==> src/rtl/bp_pkg.sv <==
// Shared definitions for the branch predictor: counter encodings, the BTB entry
// layout for the default geometry, and saturating counter arithmetic.
package bp_pkg;

  localparam int BP_ADDR_W  = 32;
  localparam int BP_ENTRIES = 16;
  localparam int BP_CTR_W   = 2;
  localparam int BP_IDX_W   = $clog2(BP_ENTRIES);
  localparam int BP_TAG_W   = BP_ADDR_W - BP_IDX_W - 2;

  typedef struct packed {
    logic                 valid;
    logic [BP_TAG_W-1:0]  tag;
    logic [BP_ADDR_W-1:0] target;
    logic [BP_CTR_W-1:0]  ctr;
  } btb_entry_t;

  // Counter helpers work on a 32-bit carrier; callers truncate to their width.
  function automatic logic [31:0] ctr_max(input int w);
    return (w >= 32) ? 32'hFFFF_FFFF : ((32'd1 << w) - 32'd1);
  endfunction

  function automatic logic [31:0] CTR_WEAK_T(input int w);
    return 32'd1 << (w - 1);
  endfunction

  function automatic logic [31:0] CTR_WEAK_NT(input int w);
    return CTR_WEAK_T(w) - 32'd1;
  endfunction

  function automatic logic [31:0] sat_inc(input logic [31:0] v, input int w);
    return (v == ctr_max(w)) ? v : v + 32'd1;
  endfunction

  function automatic logic [31:0] sat_dec(input logic [31:0] v);
    return (v == 32'd0) ? v : v - 32'd1;
  endfunction

endpackage

==> src/rtl/sat_counter.sv <==
// Next-value logic for one saturating prediction counter.
// Priority: force_max, then load, then increment/decrement.
module sat_counter
  import bp_pkg::*;
#(
  parameter int CTR_WIDTH = 2
) (
  input  logic [CTR_WIDTH-1:0] cur,
  input  logic                 inc,
  input  logic                 dec,
  input  logic                 force_max,
  input  logic                 load_en,
  input  logic [CTR_WIDTH-1:0] load_val,
  output logic [CTR_WIDTH-1:0] value
);

  always_comb begin
    value = cur;
    if (force_max) begin
      value = CTR_WIDTH'(ctr_max(CTR_WIDTH));
    end else if (load_en) begin
      value = load_val;
    end else if (inc) begin
      value = CTR_WIDTH'(sat_inc(32'(cur), CTR_WIDTH));
    end else if (dec) begin
      value = CTR_WIDTH'(sat_dec(32'(cur)));
    end
  end

endmodule

==> src/rtl/branch_predictor.sv <==
// Direct-mapped BTB with per-entry saturating counters, looked up from fetch and
// trained from execute. Define BP_STATS_EN to build the hit/mispredict counters.
module branch_predictor
  import bp_pkg::*;
#(
  parameter int ADDR_WIDTH = 32,
  parameter int ENTRIES    = 16,
  parameter int CTR_WIDTH  = 2
) (
  input  logic                  clk,
  input  logic                  rst,
  input  logic                  fetch_en,
  input  logic [ADDR_WIDTH-1:0] pc_f,
  output logic                  pred_taken_f,
  output logic [ADDR_WIDTH-1:0] pred_pc_f,
  input  logic                  upd_valid_e,
  input  logic                  upd_is_jump_e,
  input  logic [ADDR_WIDTH-1:0] upd_pc_e,
  input  logic                  upd_taken_e,
  input  logic [ADDR_WIDTH-1:0] upd_target_e,
  input  logic                  pred_taken_e,
  input  logic [ADDR_WIDTH-1:0] pred_pc_e,
  output logic                  mispredict_e,
  output logic [ADDR_WIDTH-1:0] redirect_pc_e,
  output logic [31:0]           hit_count,
  output logic [31:0]           mispredict_count
);

  localparam int IDX_W = $clog2(ENTRIES);
  localparam int TAG_W = ADDR_WIDTH - IDX_W - 2;
  localparam logic [CTR_WIDTH-1:0] WEAK_T  = CTR_WIDTH'(CTR_WEAK_T(CTR_WIDTH));
  localparam logic [CTR_WIDTH-1:0] WEAK_NT = CTR_WIDTH'(CTR_WEAK_NT(CTR_WIDTH));

  logic                  valid_q  [ENTRIES];
  logic                  valid_d  [ENTRIES];
  logic [TAG_W-1:0]      tag_q    [ENTRIES];
  logic [TAG_W-1:0]      tag_d    [ENTRIES];
  logic [ADDR_WIDTH-1:0] target_q [ENTRIES];
  logic [ADDR_WIDTH-1:0] target_d [ENTRIES];
  logic [CTR_WIDTH-1:0]  ctr_q    [ENTRIES];
  logic [CTR_WIDTH-1:0]  ctr_d    [ENTRIES];

  logic [IDX_W-1:0] idx_f, idx_u;
  logic [TAG_W-1:0] tag_f, tag_u;
  logic             hit_f, hit_u, taken_u;
  logic [CTR_WIDTH-1:0]  ctr_upd;
  logic [ADDR_WIDTH-1:0] actual_next;

  assign idx_f = pc_f[IDX_W+1:2];
  assign tag_f = pc_f[ADDR_WIDTH-1:IDX_W+2];
  assign idx_u = upd_pc_e[IDX_W+1:2];
  assign tag_u = upd_pc_e[ADDR_WIDTH-1:IDX_W+2];

  // Reset masks the lookup so fetch sees a cold predictor during reset itself.
  assign hit_f        = !rst && valid_q[idx_f] && (tag_q[idx_f] == tag_f);
  assign pred_taken_f = hit_f && ctr_q[idx_f][CTR_WIDTH-1];
  assign pred_pc_f    = pred_taken_f ? target_q[idx_f] : pc_f + ADDR_WIDTH'(4);

  assign actual_next   = upd_taken_e ? upd_target_e : upd_pc_e + ADDR_WIDTH'(4);
  assign mispredict_e  = upd_valid_e && (actual_next != pred_pc_e);
  assign redirect_pc_e = upd_valid_e ? actual_next : '0;

  assign hit_u   = valid_q[idx_u] && (tag_q[idx_u] == tag_u);
  assign taken_u = upd_taken_e || upd_is_jump_e;

  sat_counter #(.CTR_WIDTH(CTR_WIDTH)) u_ctr (
    .cur       (ctr_q[idx_u]),
    .inc       (hit_u && taken_u),
    .dec       (hit_u && !taken_u),
    .force_max (upd_is_jump_e),
    .load_en   (!hit_u),
    .load_val  (WEAK_T),
    .value     (ctr_upd)
  );

  always_comb begin
    valid_d  = valid_q;
    tag_d    = tag_q;
    target_d = target_q;
    ctr_d    = ctr_q;
    if (upd_valid_e) begin
      if (hit_u) begin
        ctr_d[idx_u] = ctr_upd;
        if (taken_u) target_d[idx_u] = upd_target_e;
      end else if (taken_u) begin
        valid_d[idx_u]  = 1'b1;
        tag_d[idx_u]    = tag_u;
        target_d[idx_u] = upd_target_e;
        ctr_d[idx_u]    = ctr_upd;
      end
    end
  end

  for (genvar gi = 0; gi < ENTRIES; gi++) begin : g_entry
    always_ff @(posedge clk) begin
      if (rst) begin
        valid_q[gi]  <= 1'b0;
        tag_q[gi]    <= '0;
        target_q[gi] <= '0;
        ctr_q[gi]    <= WEAK_NT;
      end else begin
        valid_q[gi]  <= valid_d[gi];
        tag_q[gi]    <= tag_d[gi];
        target_q[gi] <= target_d[gi];
        ctr_q[gi]    <= ctr_d[gi];
      end
    end
  end

`ifdef BP_STATS_EN
  logic [31:0] hit_count_q, hit_count_d;
  logic [31:0] mispredict_count_q, mispredict_count_d;

  always_comb begin
    hit_count_d        = hit_count_q + 32'(fetch_en && hit_f);
    mispredict_count_d = mispredict_count_q + 32'(mispredict_e);
  end

  always_ff @(posedge clk) begin
    if (rst) begin
      hit_count_q        <= '0;
      mispredict_count_q <= '0;
    end else begin
      hit_count_q        <= hit_count_d;
      mispredict_count_q <= mispredict_count_d;
    end
  end

  assign hit_count        = hit_count_q;
  assign mispredict_count = mispredict_count_q;

  logic unused_ok;
  assign unused_ok = pred_taken_e;
`else
  assign hit_count        = '0;
  assign mispredict_count = '0;

  logic unused_ok;
  assign unused_ok = ^{pred_taken_e, fetch_en};
`endif

endmodule

==> config.mk <==
export PLATFORM = sky130hd
export DESIGN_NAME = branch_predictor
export DESIGN_NICKNAME = d
export VERILOG_FILES = /design/src/rtl/bp_pkg.sv /design/src/rtl/sat_counter.sv /design/src/rtl/branch_predictor.sv
export SDC_FILE = /design/constraint.sdc
export NUM_CORES = 2
export LEC_CHECK = 0
export CORE_MARGIN = 10
export CORE_UTILIZATION = 45
export DETAILED_ROUTE_END_ITERATION = 7
export PLACE_DENSITY_LB_ADDON = 0.08
export SYNTH_ARGS = -nofsm -noshare
export SYNTH_HDL_FRONTEND = slang
export SYNTH_SLANG_ARGS = --single-unit
==> constraint.sdc <==
create_clock -name clk -period 9.7 [get_ports clk]
set_clock_uncertainty 0.1 [all_clocks]
set_input_delay 2.91 -clock clk [delete_from_list [all_inputs] [get_ports clk]]
set_output_delay 2.91 -clock clk [all_outputs]
set_load 0.05 [all_outputs]
==> results.sh <==
export IMPL_nets=5504
export IMPL_viasPerCell=6.12
export IMPL_clk_pin_slew_ns=0.06
export IMPL_ctsHtreeMaxLevel=3
export IMPL_final_antenna_net_count=0
export IMPL_drive_above_1_share=0.173
export IMPL_synth_area_sq_um=49800
export IMPL_required_ns=6.69
export IMPL_cap_viol_max_count=0
export IMPL_initialDrtViolationCount=5811
export IMPL_cp_start_kind="input pin"
export IMPL_die_h_um=353
export IMPL_setup_violations_final=0
export IMPL_r2r_start="tag_q[180]"
export IMPL_pwr_share_clk=0.455
export IMPL_slew_viol_final=0
export IMPL_syn2layout_area_growth_pct=15.2
export IMPL_postSynthAreaPerCell_sq_um=9.24
export IMPL_cp_max_fo=7
export IMPL_cts_buffer_depth=3
export IMPL_synthTopCellsByCount="nand2_1 (1209), dfxtp_1 (976), a21oi_1 (668)"
export IMPL_overflow=0
export IMPL_synth_area_leaders="dfxtp_1 (39%), mux4_2 (17%), nand2_1 (9.1%)"
export IMPL_grt_usage=0.305
export IMPL_finalHoldViolCount=0
export IMPL_cts_hold_repair_buffers=0
export IMPL_synth_cells=5392
export IMPL_antennaDiodeCount=0
export IMPL_status="finished clean"
export IMPL_row_count=122
export IMPL_worstHoldStart="target_q[413]"
export IMPL_routabilityCongestion=0.925
export IMPL_cp_end_kind="output port"
export IMPL_slew_limit_headroom=0.168
export IMPL_die_area_sq_um=124000
export IMPL_wl_per_cell_um=28.5
export IMPL_ys_seq_area_frac=0.392
export IMPL_fillers=10100
export IMPL_firstDrtPassIters=6
export IMPL_p_comb_frac=0.115
export IMPL_synth_cell_types=82
export IMPL_grt_pass1_vias=39701
export IMPL_grt_max_degree=215
export IMPL_fin_tns_setup_ns=0
export IMPL_p_per_area_nw_per_um2=165
export IMPL_clock_sinks=976
export IMPL_synth_most_common_cell="nand2_1"
export IMPL_switching_share=0.267
export IMPL_grt_first_pass_wirelength_um=285000
export IMPL_hp_class="register to register"
export IMPL_synth_top_area_frac=0.392
export IMPL_leakagePower_nw=19.2
export IMPL_synth_ff_type="dfxtp_1"
export IMPL_drc=0
export IMPL_cts_root_buf="clkbuf_16"
export IMPL_cp_startpoint="upd_pc_e[10]"
export IMPL_p_int_mw=6.95
export IMPL_seq_power_share=0.430
export IMPL_max_vdd_ir_drop_mv=0.140
export IMPL_hpwl_um=122000
export IMPL_yosys_area_top_type="dfxtp_1"
export IMPL_netSwitchingPower_mw=2.53
export IMPL_core_area_sq_um=110000
export IMPL_fmax_mhz=105
export IMPL_yosys_warnings=0
export IMPL_ios=265
export IMPL_worst_pin_slew_ns=1.25
export IMPL_crit_type="input pin to output port"
export IMPL_routed_via_count=42439
export IMPL_p_total_mw=9.48
export IMPL_fin_crit_sh=0.985
export IMPL_drt_wl_total_um=198000
export IMPL_io_buffers=198
export IMPL_synth_seq_cells=976
export IMPL_clock_latency_ns=0.71
export IMPL_rsz0062_at_grt="no"
export IMPL_antenna_found_initial=9
export IMPL_worstPathArrival_ns=6.55
export IMPL_cts_buffers=107
export IMPL_die_w_um=353
export IMPL_synth_edf_count=0
export IMPL_ys_async_sr_fraction=0
export IMPL_cts_tree="yes"
export IMPL_start_util=0.452
export IMPL_fin_crit_ns=9.56
path summary, 6_finish.rpt:
check                       end  slack [ns]  cells after the start
setup / recovery   mispredict_e        0.14                     13
hold / removal    target_q[413]        0.35                      2
setup reg to reg     tag_q[232]        4.77                     10
hold reg to reg   target_q[413]        0.35                      2
worst max-delay path, stage by stage:
cell             delay, ns
clkdlybuf4s50_1       0.67
and4_1                0.35
nand3_1               0.27
nor3_1                0.30
xnor2_1               0.28
xor2_1                0.17
o21ai_0               0.09
o31a_1                0.40
nor4_1                0.36
buf_4                 0.20
a41oi_1               0.15
buf_4                 0.23
buf_12                0.15
sequential cells by signal, summed over array words and instances, names as in the netlist:
| register | count |
|---|---|
| tag_q | 416 |
| target_q | 512 |
| ctr_q | 32 |
| valid_q | 16 |
layout by cell type, fill, tap and decap left out, types with 46 or more instances in the layout:
cell             count
nand2_1           1200
a21oi_1            661
clkbuf_16          107
mux2i_1            398
clkdlybuf4s50_1    125
xor2_1              46
mux4_2             374
conb_1              64
nor2_1             416
buf_12              74
buf_4              209
xnor2_1            108
dfxtp_1            976
o21ai_0            124
metrics by stage:
step / hold slack (ns) / area, sq um / worst slack, ns / instances / util
6_report: 0.351 / 57400 / 0.144 / 6939 / 0.520
3_3_place_gp: 0.338 / 53800 / 0.266 / 6743 / 0.487
5_1_grt: 0.364 / 57400 / 0.0525 / 6939 / 0.520
3_5_place_dp: 0.344 / 53800 / 0.237 / 6743 / 0.487
4_1_cts: 0.352 / 57400 / 0.212 / 6939 / 0.520
2_1_floorplan: 0.333 / 50100 / 0.0986 / 5455 / -
per-layer routing:
layer,share of wire,track usage
met1,0.42,0.434
met2,0.43,0.447
met3,0.12,0.0838
met4,0.031,0.0964
met5,0.00025,0
logic make-up (layout without fill, tap and decap cells):
group | count (synthesis) | after routing | share of synthesized area
multiplexers | 815 | 815 | 0.260
other | 1 | 64 | 0.0000752
AND/OR/NAND/NOR | 1839 | 1839 | 0.148
XOR/XNOR | 154 | 154 | 0.0271
flip-flops | 976 | 976 | 0.392
adder cells (fa/ha/maj) | 7 | 7 | 0.00166
AO/OA/AOI/OAI | 966 | 966 | 0.111
buffers and inverters | 634 | 630 | 0.0599
cell type report:
class                      count  area (sq um)  area share
sequential                   976         19500       0.340
clock buffer                 160          3090      0.0538
multi-input combinational   3845         27900       0.486
inverter                      18          67.6     0.00118
timing repair buffer         416          4390      0.0765
tap                         1488          1860      0.0324
clock inverter                36           562     0.00978
power by group through the flow:
stage                     sequential, mW  combinational, mW  clock, mW
after floorplan                     4.16              0.648          0
after global placement              4.16               1.07          0
after detailed placement            4.16               1.07          0
after CTS                           4.08               1.07       4.35
after global routing                4.08               1.13       4.49
final                               4.08               1.09       4.31
what timing repair did:
action / CTS / global route
setup endpoints to repair: 0 / 1
resized for setup: 0 / 1
setup buffers: 0 / 0
(Power assumes the default switching activity.)
==> edit: new RTL, config.mk and constraints unchanged <==
Add a define of `BP_STATS_EN`.
--- a/src/rtl/branch_predictor.sv
+++ b/src/rtl/branch_predictor.sv
@@ -1,4 +1,6 @@
 // Direct-mapped BTB with per-entry saturating counters, looked up from fetch and
 // trained from execute. Define BP_STATS_EN to build the hit/mispredict counters.
+`define BP_STATS_EN
+
 module branch_predictor
   import bp_pkg::*;
Function: not settled (the Yosys comparison gave no result); the edit may change what the design does.
==> edit against the original RTL <==
- largest cell class unchanged
- routed wire length increased by 14%
- total power increased by 3.7%
- sequential cell count increased by 64
- via count increased by 15%
- synthesized cell count increased by 15%
- synthesized area increased by 8.3%
- largest power group unchanged
- cell area increased by 8.1%
- non-clock buffer count increased by 60
- die area increased by 7.8%
- combinational power decreased by 6%
- critical path type unchanged
- worst hold slack improved by 0.0018 ns
- setup slack got worse by 0.034 ns
==> edit: results (changes against the original RTL) <==
place:
  gp_congestion: 0.899  # was 0.925
  dp_cells: 7628  # was 6743
hold_path:
  min_to: "target_q[290]$_SDFFE_PP0P_"  # was target_q[413]$_SDFFE_PP0P_
  min_from: "target_q[290]$_SDFFE_PP0P_"  # was target_q[413]$_SDFFE_PP0P_
status:
  outcome: "finished, final reports clean"  # unchanged
cts:
  insertion_delay_ns: 0.75  # was 0.71 ns
critical_path:
  r2r_cells: 16  # was 10
  worst_ep_arrival_time_ns: 6.58  # was 6.55 ns
  worstReg2RegEnd: "hit_count[28]$_SDFF_PP0_"  # was tag_q[232]$_SDFFE_PP0P_
  r2r-start: "tag_q[51]$_SDFFE_PP0P_"  # was tag_q[180]$_SDFFE_PP0P_
  crit_fanout: 5  # was 7
global_routing:
  grt_first_pass_wirelength_um: 321000  # was 285000 um
  grt_use_total_pct: 31.8  # was 30.5%
  grt_pass1_vias: 45010  # was 39701
route:
  drt-initial-drc-count: 6629  # was 5811
  post_drt_wl_per_cell_um: 28.8  # was 28.5 um
  vias: 48961  # was 42439
pwr:
  leakagePower_nw: 21.0  # was 19.2 nW
yosys:
  yosysSeqAreaShare_pct: 38.6  # was 39.2%
  ys_top_cells_by_count: "1122 x nand2_1, 1040 x dfxtp_1, 772 x o21ai_0"  # was 1209 x nand2_1, 976 x dfxtp_1, 668 x a21oi_1
  avgSynthCellArea_sq_um: 8.74  # was 9.24 sq um
  ys_top_cells_by_area: "dfxtp_1 39%, mux4_2 15%, nand2_1 7.8%, o21ai_0 7.2%, a21oi_1 5.6%"  # was dfxtp_1 39%, mux4_2 17%, nand2_1 9.1%, mux2i_1 8.0%, a21oi_1 6.7%
timing:
  whs_ns: 0.352  # was 0.351 ns
  tightest_slew_ns: 1.18  # was 1.25 ns
final_layout:
  drive_above_1_share_pct: 15.4  # was 17.3%
  reg.largest.list: "target_q (512), tag_q (416)"  # was target_q (512), tag_q (416), ctr_q (32)
  final_nets: 6288  # was 5504
==> edit: cell count changes in the layout (fill, tap and decap cells not counted), moves of 53 or more <==
cell,before,now
o21ai_1,0,53
o21ai_0,124,772
conb_1,64,0
clkdlybuf4s50_1,125,199
mux2i_1,398,130
dfxtp_1,976,1040
a21oi_1,661,605
nor2_1,416,170
nand2_1,1200,1108
nor2b_1,9,421
==> edit: stage by stage <==
step                total power [mW]  util (%)  setup WS, ns  area [sq um]
finish                          9.83      52.4         0.111         62100
global placement                5.44      49.1         0.131         58200
detailed placement              5.45      49.1         0.157         58200
CTS                             9.84      52.3         0.144         62100
floorplan                       5.02         -         0.214         54000
global route                    10.1      52.3        0.0152         62100
==> edit: cell families (layout without fill, tap and decap cells) <==
kind of cell               count (synthesis)  in the layout  synth area share (%)
xor gates and xnor gates                 196            196                  3.18
and+or+nand+nor                         2075           2075                  18.0
buffers and inverters                    674            737                  5.19
DFF                                     1040           1040                  38.6
AOI/OAI and AO/OA                       1619           1619                  16.1
adders and majority gates                 11             11                 0.246
muxes                                    559            559                  18.7
other                                      0              3                     0
==> edit: final cells by class <==
cell class | count | area (sq um)
fillers | 10918 | 56500
multi-input cells | 4460 | 30600
flip-flops and latches | 1040 | 20800
repair buffers | 476 | 4630
clock buffers | 182 | 3490
well taps | 1600 | 2000
clock inverters | 27 | 340
inverters | 52 | 195
diodes | 3 | 7.51
==> edit: power groups by stage <==
stage,clock network [mW],registers [mW],logic (mW)
finish,4.45,4.34,1.03
floorplan,0,4.43,0.590
global placement,0,4.44,1.01
global route,4.67,4.35,1.07
detailed placement,0,4.44,1.01
CTS,4.48,4.34,1.01
==> edit: routing by layer <==
metal,share of wire (%),global-route usage (%)
met2,43,46.8
met1,42,45.0
met4,4.1,12.5
met3,12,7.26
met5,0.0093,0
==> edit: worst max-delay path by stage <==
stage / to / cells after the start
3_3_place_gp: mispredict_e / 10
4_1_cts: mispredict_e / 11
2_1_floorplan: pred_pc_f[2] / 12
5_1_grt: pred_pc_f[27] / 12
6_report: mispredict_e / 10
3_5_place_dp: mispredict_e / 11
==> edit: worst max-delay path: stages <==
cell	delay, ns
clkdlybuf4s50_1	0.66
nand4_1	0.41
or3_1	0.54
or4_1	0.52
nor2_1	0.15
xnor2_1	0.19
xor2_1	0.18
a41oi_1	0.31
o41a_1	0.52
buf_4	0.20
